===== config.mk =====
export PLATFORM = sky130hd
export DESIGN_NAME = img_preproc_stream
export DESIGN_NICKNAME = d
export VERILOG_FILES = /design/src/rtl/img_preproc_stream.sv
export SDC_FILE = /design/constraint.sdc
export NUM_CORES = 1
export LEC_CHECK = 0
export CORE_UTILIZATION = 60
export CTS_BUF_LIST = sky130_fd_sc_hd__clkbuf_4 sky130_fd_sc_hd__clkbuf_8
export DETAILED_ROUTE_END_ITERATION = 16
export DONT_BUFFER_PORTS = 1
export PLACE_DENSITY = 0.79
export SYNTH_ARGS = -nofsm -noshare
export SYNTH_HDL_FRONTEND = slang
export SYNTH_SLANG_ARGS = --single-unit

===== constraint.sdc =====
create_clock -name clk -period 13.5 [get_ports clk]
set_input_delay 2.7 -clock clk [delete_from_list [all_inputs] [get_ports clk]]
set_output_delay 2.7 -clock clk [all_outputs]
set_load 0.01 [all_outputs]

===== src/rtl/img_preproc_stream.sv =====
// RGB pixel stream to single-channel preprocessor: weighted gray, threshold, inverse or G
// bypass, with frame position tracking and SOL/EOL/SOF/EOF markers on a 3-stage pipeline.
module img_preproc_stream #(
  parameter int DATA_W = 8,
  parameter int DIM_W  = 12,
  parameter int COEF_R = 77,
  parameter int COEF_G = 150,
  parameter int COEF_B = 29,
  parameter int FCNT_W = 16
) (
  input  logic              clk,
  input  logic              rst_n,
  input  logic              din_valid,
  input  logic [DATA_W-1:0] r_data,
  input  logic [DATA_W-1:0] g_data,
  input  logic [DATA_W-1:0] b_data,
  input  logic [DIM_W-1:0]  img_width,
  input  logic [DIM_W-1:0]  img_height,
  input  logic [1:0]        mode,
  input  logic [DATA_W-1:0] thresh,
  output logic              dout_valid,
  output logic [DATA_W-1:0] proc_data,
  output logic              dout_sol,
  output logic              dout_eol,
  output logic              dout_sof,
  output logic              dout_eof,
  output logic [FCNT_W-1:0] frame_cnt
);

  localparam int PROD_W = DATA_W + 8;
  localparam int SUM_W  = DATA_W + 10;

  localparam logic [PROD_W-1:0] K_R      = PROD_W'(COEF_R);
  localparam logic [PROD_W-1:0] K_G      = PROD_W'(COEF_G);
  localparam logic [PROD_W-1:0] K_B      = PROD_W'(COEF_B);
  localparam logic [DATA_W-1:0] PIX_MAX  = {DATA_W{1'b1}};
  localparam logic [DATA_W-1:0] PIX_ZERO = {DATA_W{1'b0}};
  localparam logic [DIM_W-1:0]  DIM_ZERO = {DIM_W{1'b0}};
  localparam logic [DIM_W-1:0]  DIM_ONE  = {{(DIM_W-1){1'b0}}, 1'b1};
  localparam logic [FCNT_W-1:0] FCNT_ONE = {{(FCNT_W-1){1'b0}}, 1'b1};

  // A zero dimension behaves as a single pixel / single line.
  function automatic logic [DIM_W-1:0] norm_dim(input logic [DIM_W-1:0] dim);
    norm_dim = (dim == DIM_ZERO) ? DIM_ONE : dim;
  endfunction

  logic [DIM_W-1:0]  x_cnt_r;
  logic [DIM_W-1:0]  y_cnt_r;
  logic [1:0]        mode_sh_r;
  logic [DATA_W-1:0] thresh_sh_r;
  logic [DIM_W-1:0]  width_sh_r;
  logic [DIM_W-1:0]  height_sh_r;

  logic              at_origin_s;
  logic [1:0]        mode_eff_s;
  logic [DATA_W-1:0] thresh_eff_s;
  logic [DIM_W-1:0]  width_eff_s;
  logic [DIM_W-1:0]  height_eff_s;
  logic              sol_s;
  logic              eol_s;
  logic              sof_s;
  logic              eof_s;
  logic [PROD_W-1:0] prod_r_s;
  logic [PROD_W-1:0] prod_g_s;
  logic [PROD_W-1:0] prod_b_s;

  logic              s1_valid_r;
  logic [PROD_W-1:0] s1_prod_r_r;
  logic [PROD_W-1:0] s1_prod_g_r;
  logic [PROD_W-1:0] s1_prod_b_r;
  logic [DATA_W-1:0] s1_g_r;
  logic [1:0]        s1_mode_r;
  logic [DATA_W-1:0] s1_thresh_r;
  logic [3:0]        s1_flags_r;

  logic              s2_valid_r;
  logic [SUM_W-1:0]  s2_sum_r;
  logic [DATA_W-1:0] s2_g_r;
  logic [1:0]        s2_mode_r;
  logic [DATA_W-1:0] s2_thresh_r;
  logic [3:0]        s2_flags_r;

  logic [SUM_W-1:0]  gray_full_s;
  logic [DATA_W-1:0] gray_s;
  logic [DATA_W-1:0] result_s;

  // Frame parameters in force for the incoming pixel; the first pixel of a frame uses live inputs.
  always_comb begin
    at_origin_s = (x_cnt_r == DIM_ZERO) && (y_cnt_r == DIM_ZERO);
    if (at_origin_s) begin
      mode_eff_s   = mode;
      thresh_eff_s = thresh;
      width_eff_s  = norm_dim(img_width);
      height_eff_s = norm_dim(img_height);
    end else begin
      mode_eff_s   = mode_sh_r;
      thresh_eff_s = thresh_sh_r;
      width_eff_s  = width_sh_r;
      height_eff_s = height_sh_r;
    end
  end

  // Position flags and weighted channel products of the incoming pixel.
  always_comb begin
    sol_s    = (x_cnt_r == DIM_ZERO);
    eol_s    = (x_cnt_r == (width_eff_s - DIM_ONE));
    sof_s    = sol_s && (y_cnt_r == DIM_ZERO);
    eof_s    = eol_s && (y_cnt_r == (height_eff_s - DIM_ONE));
    prod_r_s = PROD_W'(r_data) * K_R;
    prod_g_s = PROD_W'(g_data) * K_G;
    prod_b_s = PROD_W'(b_data) * K_B;
  end

  // Pixel and line counters, advanced by accepted pixels only.
  always_ff @(posedge clk or negedge rst_n) begin
    if (!rst_n) begin
      x_cnt_r <= DIM_ZERO;
      y_cnt_r <= DIM_ZERO;
    end else if (din_valid) begin
      if (eol_s) begin
        x_cnt_r <= DIM_ZERO;
        y_cnt_r <= eof_s ? DIM_ZERO : (y_cnt_r + DIM_ONE);
      end else begin
        x_cnt_r <= x_cnt_r + DIM_ONE;
      end
    end
  end

  // Shadow copies of run-time settings, latched on the first pixel of each frame.
  always_ff @(posedge clk or negedge rst_n) begin
    if (!rst_n) begin
      mode_sh_r   <= 2'd0;
      thresh_sh_r <= PIX_ZERO;
      width_sh_r  <= DIM_ZERO;
      height_sh_r <= DIM_ZERO;
    end else if (din_valid && at_origin_s) begin
      mode_sh_r   <= mode_eff_s;
      thresh_sh_r <= thresh_eff_s;
      width_sh_r  <= width_eff_s;
      height_sh_r <= height_eff_s;
    end
  end

  // Stage 1: products, bypass channel, settings and position flags.
  always_ff @(posedge clk or negedge rst_n) begin
    if (!rst_n) begin
      s1_valid_r  <= 1'b0;
      s1_prod_r_r <= {PROD_W{1'b0}};
      s1_prod_g_r <= {PROD_W{1'b0}};
      s1_prod_b_r <= {PROD_W{1'b0}};
      s1_g_r      <= PIX_ZERO;
      s1_mode_r   <= 2'd0;
      s1_thresh_r <= PIX_ZERO;
      s1_flags_r  <= 4'b0000;
    end else begin
      s1_valid_r  <= din_valid;
      s1_prod_r_r <= prod_r_s;
      s1_prod_g_r <= prod_g_s;
      s1_prod_b_r <= prod_b_s;
      s1_g_r      <= g_data;
      s1_mode_r   <= mode_eff_s;
      s1_thresh_r <= thresh_eff_s;
      s1_flags_r  <= din_valid ? {sol_s, eol_s, sof_s, eof_s} : 4'b0000;
    end
  end

  // Stage 2: weighted sum.
  always_ff @(posedge clk or negedge rst_n) begin
    if (!rst_n) begin
      s2_valid_r  <= 1'b0;
      s2_sum_r    <= {SUM_W{1'b0}};
      s2_g_r      <= PIX_ZERO;
      s2_mode_r   <= 2'd0;
      s2_thresh_r <= PIX_ZERO;
      s2_flags_r  <= 4'b0000;
    end else begin
      s2_valid_r  <= s1_valid_r;
      s2_sum_r    <= SUM_W'(s1_prod_r_r) + SUM_W'(s1_prod_g_r) + SUM_W'(s1_prod_b_r);
      s2_g_r      <= s1_g_r;
      s2_mode_r   <= s1_mode_r;
      s2_thresh_r <= s1_thresh_r;
      s2_flags_r  <= s1_flags_r;
    end
  end

  // Gray extraction with saturation, then per-mode pixel function.
  always_comb begin
    gray_full_s = s2_sum_r >> 8;
    if (gray_full_s > SUM_W'(PIX_MAX)) begin
      gray_s = PIX_MAX;
    end else begin
      gray_s = gray_full_s[DATA_W-1:0];
    end
    case (s2_mode_r)
      2'd0:    result_s = gray_s;
      2'd1:    result_s = (gray_s >= s2_thresh_r) ? PIX_MAX : PIX_ZERO;
      2'd2:    result_s = PIX_MAX - gray_s;
      2'd3:    result_s = s2_g_r;
      default: result_s = gray_s;
    endcase
  end

  // Stage 3: registered outputs, forced to zero in gap cycles; frame count steps with EOF.
  always_ff @(posedge clk or negedge rst_n) begin
    if (!rst_n) begin
      dout_valid <= 1'b0;
      proc_data  <= PIX_ZERO;
      dout_sol   <= 1'b0;
      dout_eol   <= 1'b0;
      dout_sof   <= 1'b0;
      dout_eof   <= 1'b0;
      frame_cnt  <= {FCNT_W{1'b0}};
    end else begin
      dout_valid <= s2_valid_r;
      proc_data  <= s2_valid_r ? result_s : PIX_ZERO;
      dout_sol   <= s2_valid_r && s2_flags_r[3];
      dout_eol   <= s2_valid_r && s2_flags_r[2];
      dout_sof   <= s2_valid_r && s2_flags_r[1];
      dout_eof   <= s2_valid_r && s2_flags_r[0];
      if (s2_valid_r && s2_flags_r[0]) begin
        frame_cnt <= frame_cnt + FCNT_ONE;
      end
    end
  end

endmodule


==> results.md <==
- The signal on the critical path passes through or4_1, o41ai_1, nand3_1, and2_1, ha_1, or4b_2, nor4_1, xnor2_1, a221oi_1, o21ai_0, nor4_2, nand2_4, inv_1, nand2_1, o21ai_0.
- The number of instances resized during post-cts repair is 0.
- The total net switching power is 644.7 µW.
- The number of buffers and inverters on the critical path is 1.
- The layout-stage area growth over the synthesis result is 5.609%.
- In this run the standard cell core region covers 18830 µm².
- The critical path class is input pin to register.
- Of the total power, the clock network draws 0.209.
- The total setup buffers inserted after CTS is 0.
- The H-tree was split into 4 levels.
- The final wirelength is 23400 µm.
- The horizontal die dimension is 141.2 µm.
- After detailed routing, the average wire length per cell comes to 17.02 µm.
- The number of global-route vias before repair was 8054.
- For this run, the total global-route usage over all layers was measured as 0.2513.
- Of all cell types, the one taking the most synthesized area is dfrtp_1.
- The die is 141.2 µm tall.
- The finished layout cell area is 12270 µm².
- The internal power summed over all cells is 1152 µW.
- The synthesized netlist occupies a cell area of 11620 µm².
- Yosys attributes the largest share of cell area to dfrtp_1 40%, ha_1 14%, fa_1 6.5%.
- In this run the deepest clock path goes through 2 buffers.
- TritonCTS built the clock tree.
- The setup slack of the most critical reg-to-reg path is 8.10 ns.
- Of the total power, the share spent switching nets is 0.3589.
- The starting density of the core is 0.6171.
- Prior to clock tree synthesis, the placed netlist has a worst setup slack of 6.537 ns.
- Counting flops with an async set or reset pin after synthesis yields a share of 1.000.
- In this run the cell area measured after placement is 11860 µm².
- STA puts the critical path data required time at 13.90 ns.
- STA classifies the critical path endpoint as a register.
- IR analysis of the VDD net gives a maximum drop of 88.14 µV.
- The number of nets in the synthesized netlist is 1335.
- The count of port buffers added during placement is 0.
- The detailed router's first-iteration violation count is 578.
- The die covers 19930 µm².
- The startpoint type of the worst setup path is an input pin.
- Routability-driven placement finished with a final weighted congestion of 0.8916.
- The worst pin sits at a relative slew slack of 0.4689.
- The clock network latency to the later pin of the worst-skew pair is 0.48 ns.
- The worst endpoint data arrival time is 6.91 ns.
- The count of boundary I/O pins is 90.
- The count of synthesis-stage warnings from yosys is 0.
- The antenna diode count is 0.
- The number of endpoints failing setup at the final stage is 0.
- The clock period could shrink to 6.519 ns.
- The total power divided by cell area is 146.4 nW/µm².
- In this run the remaining antenna-violating nets after routing total 0.
- For this design, the CTS-stage hold fixing added 0 buffers.
- The final cell utilization of the core is 0.6518.
- The pin count of the biggest net entering global routing is 185.
- Once detailed placement completed, the half-perimeter wirelength came to 17670 µm.
- Of the total power, combinational logic draws 0.401.
- The sum of overflow across all layers after global routing is 0.
- Summing over every cut layer, the via total after detailed routing is 7992.
- The total negative setup slack is 0 ns.
- The cell with the largest stage delay on the worst path is nor4_2.
- The longest individual stage delay on the worst path is 0.74 ns.
- The count of distinct cell types in the synthesized netlist is 64.
- In the synthesized netlist, the cells that appear most often are 184 x dfrtp_1, 129 x ha_1, 109 x inv_1, 72 x nand2_1, 62 x xnor2_1.
- Yosys instantiated no cell more often than dfrtp_1.
- The flow ran to the end, and the final reports show no timing, DRC or antenna violations.
- The class of the tightest hold or removal check is register to register.
- The final-report hold violation count was 0.
- For the pin with the worst max-slew slack, the measured transition is 0.7901 ns.
- The final max-slew violation count is 0.
- The number of flops mapped to enable cells by yosys is 0.
- Clock-pin slew was measured on the worst setup and hold paths at 0.09 ns.
- The proportion of layout cells with a drive suffix above 1 is 0.08341.
- In this design, the largest share of critical-path delay is due to simple AND/OR/NAND/NOR gates.
- The sequential share of power is 0.389.
- The number of maximum-capacitance constraint violations is 0.
- The number of antenna violations at the first check in global routing is 0.
- The proportion of synthesized chip area in sequential cells is 0.3962.
- The most used flip-flop cell after synthesis is dfrtp_1.
- The mean post-synth cell area is 10.50 µm².
- The first-pass GRT wire length is 38960 µm.
- The share of synthesized area in the top cell type comes to 0.3962.
- The cell count after synthesis came out at 1107.
- In the routed design, unresolved DRC markers number 0.
- The total CTS buffers is 17.
- Setup repair after global routing left no endpoint under its margin.
- The first-pass iteration count of the detailed router is 5.
- The period utilization is 0.4829.
- The cell that appears most often on the critical path is o21ai_0.
- Using the TritonRoute via totals, the vias-per-cell ratio works out to 5.812.
- The final clock skew is 0.01244 ns.
- The buffer cell driving the clock tree root is clkbuf_8.
- Based on the critical path, the design can be clocked at up to 153.4 MHz.
- Synthesis inferred 184 register bits.
- The maximum fanout along the worst path is 14.
- The leakage component of the power is 0.005972 µW.
- The final critical-path setup slack is 6.981 ns.
- The worst hold slack after final layout is 0.3504 ns.
- The CTS sink count is 184.
- The post-layout net count is 1330.
- Row generation in the floorplan step produced 50 rows.
-- cell families (layout without fill, tap and decap cells) --
group	after synthesis	count (layout)	share of synthesized area
flops	184	184	0.3962
buf+inv	141	149	0.04759
fa+ha+maj	167	167	0.2043
mux	43	43	0.04059
xor+xnor	99	99	0.07461
simple gates	300	300	0.1375
compound gates	173	173	0.09916
-- worst reg2reg max path: stages, from the launching register on --
cell and delay, ns:
dfrtp_1 0.44, inv_1 0.11, ha_1 0.18, nor4b_2 0.25, and3_1 0.19, buf_4 0.27
nand2_4 0.27, mux2i_1 0.28, ha_1 0.27, or4b_2 0.66, nor4_1 0.29, xnor2_1 0.10
a221oi_1 0.23, o21ai_0 0.14, nor4_2 0.74, nand2_4 0.18, inv_1 0.38, nand2_1 0.16
o21ai_0 0.18
-- cell usage in the layout, fill, tap and decap left out, drive strengths merged, types with 3 or more instances in the layout --
master / n
a2111oi: 6
a211oi: 8
a21o: 12
a21oi: 42
a22o: 3
a311oi: 3
a31oi: 9
and2: 11
and3: 12
buf: 8
clkbuf: 21
dfrtp: 184
fa: 38
ha: 129
inv: 116
mux2: 33
mux2i: 10
nand2: 74
nand2b: 10
nand3: 29
nand4: 13
nand4b: 4
nor2: 51
nor2b: 10
nor3: 19
nor4: 21
nor4b: 4
o211a: 4
o211ai: 9
o21a: 4
o21ai: 37
o21bai: 16
o22ai: 3
o31ai: 4
or2: 11
or3: 11
or4: 10
xnor2: 62
xor2: 37
-- final timing paths --
| path | end | cells after the start | from |
|---|---|---|---|
| hold / removal | s2_thresh_r[0] | 0 | s1_thresh_r[0] |
| max in group asynchronous | width_sh_r[1] | 0 | rst_n |
| min in group asynchronous | s1_g_r[7] | 0 | rst_n |
| hold reg to reg | s2_thresh_r[0] | 0 | s1_thresh_r[0] |
| setup reg to reg | y_cnt_r[0] | 18 | y_cnt_r[0] |
| setup / recovery | y_cnt_r[0] | 15 | img_width[11] |
-- flip-flops by register name (all words and copies together) (netlist names), 4 cells and up --
signal / cells
y_cnt_r: 12
s2_flags_r: 4
x_cnt_r: 12
height_sh_r: 12
frame_cnt: 16
s1_flags_r: 4
s2_g_r: 8
thresh_sh_r: 8
s1_prod_g_r: 14
s1_prod_r_r: 15
width_sh_r: 12
s2_thresh_r: 8
proc_data: 8
s1_thresh_r: 8
s1_prod_b_r: 13
s2_sum_r: 9
s1_g_r: 8
-- power groups by stage --
stage                     Sequential (µW)  Clock (µW)  Combinational (µW)
after CTS                             699         386                 724
after floorplan                       682           0                 591
after detailed placement              710           0                 717
final                                 699         376                 721
after global routing                  708         407                 827
after global placement                706           0                 686
-- routing by layer --
| metal | vias up | track usage | share of wire |
|---|---|---|---|
| li1 | 3826 | - | - |
| met1 | 3888 | 0.3333 | 0.45 |
| met2 | 243 | 0.4020 | 0.46 |
| met3 | 35 | 0.06216 | 0.063 |
| met4 | 0 | 0.08810 | 0.019 |
| met5 | - | 0 | 0 |
-- metrics by stage --
| step | std cells | total power [µW] |
|---|---|---|
| after floorplan | 1107 | 1273 |
| final | 1375 | 1796 |
| after detailed placement | 1343 | 1427 |
| after CTS | 1375 | 1810 |
| after global placement | 1343 | 1392 |
| after global routing | 1375 | 1942 |
-- final cells by class --
cell class / count / area, µm²
clock buffer: 21 / 282.8
clock inverter: 11 / 127.6
fill: 1452 / 6558
inverter: 109 / 409.1
multi-input combinational: 782 / 6464
sequential: 184 / 4604
tap: 260 / 325.3
timing repair buffer: 8 / 60.06
No activity file was read; power rests on OpenSTA's default activity.
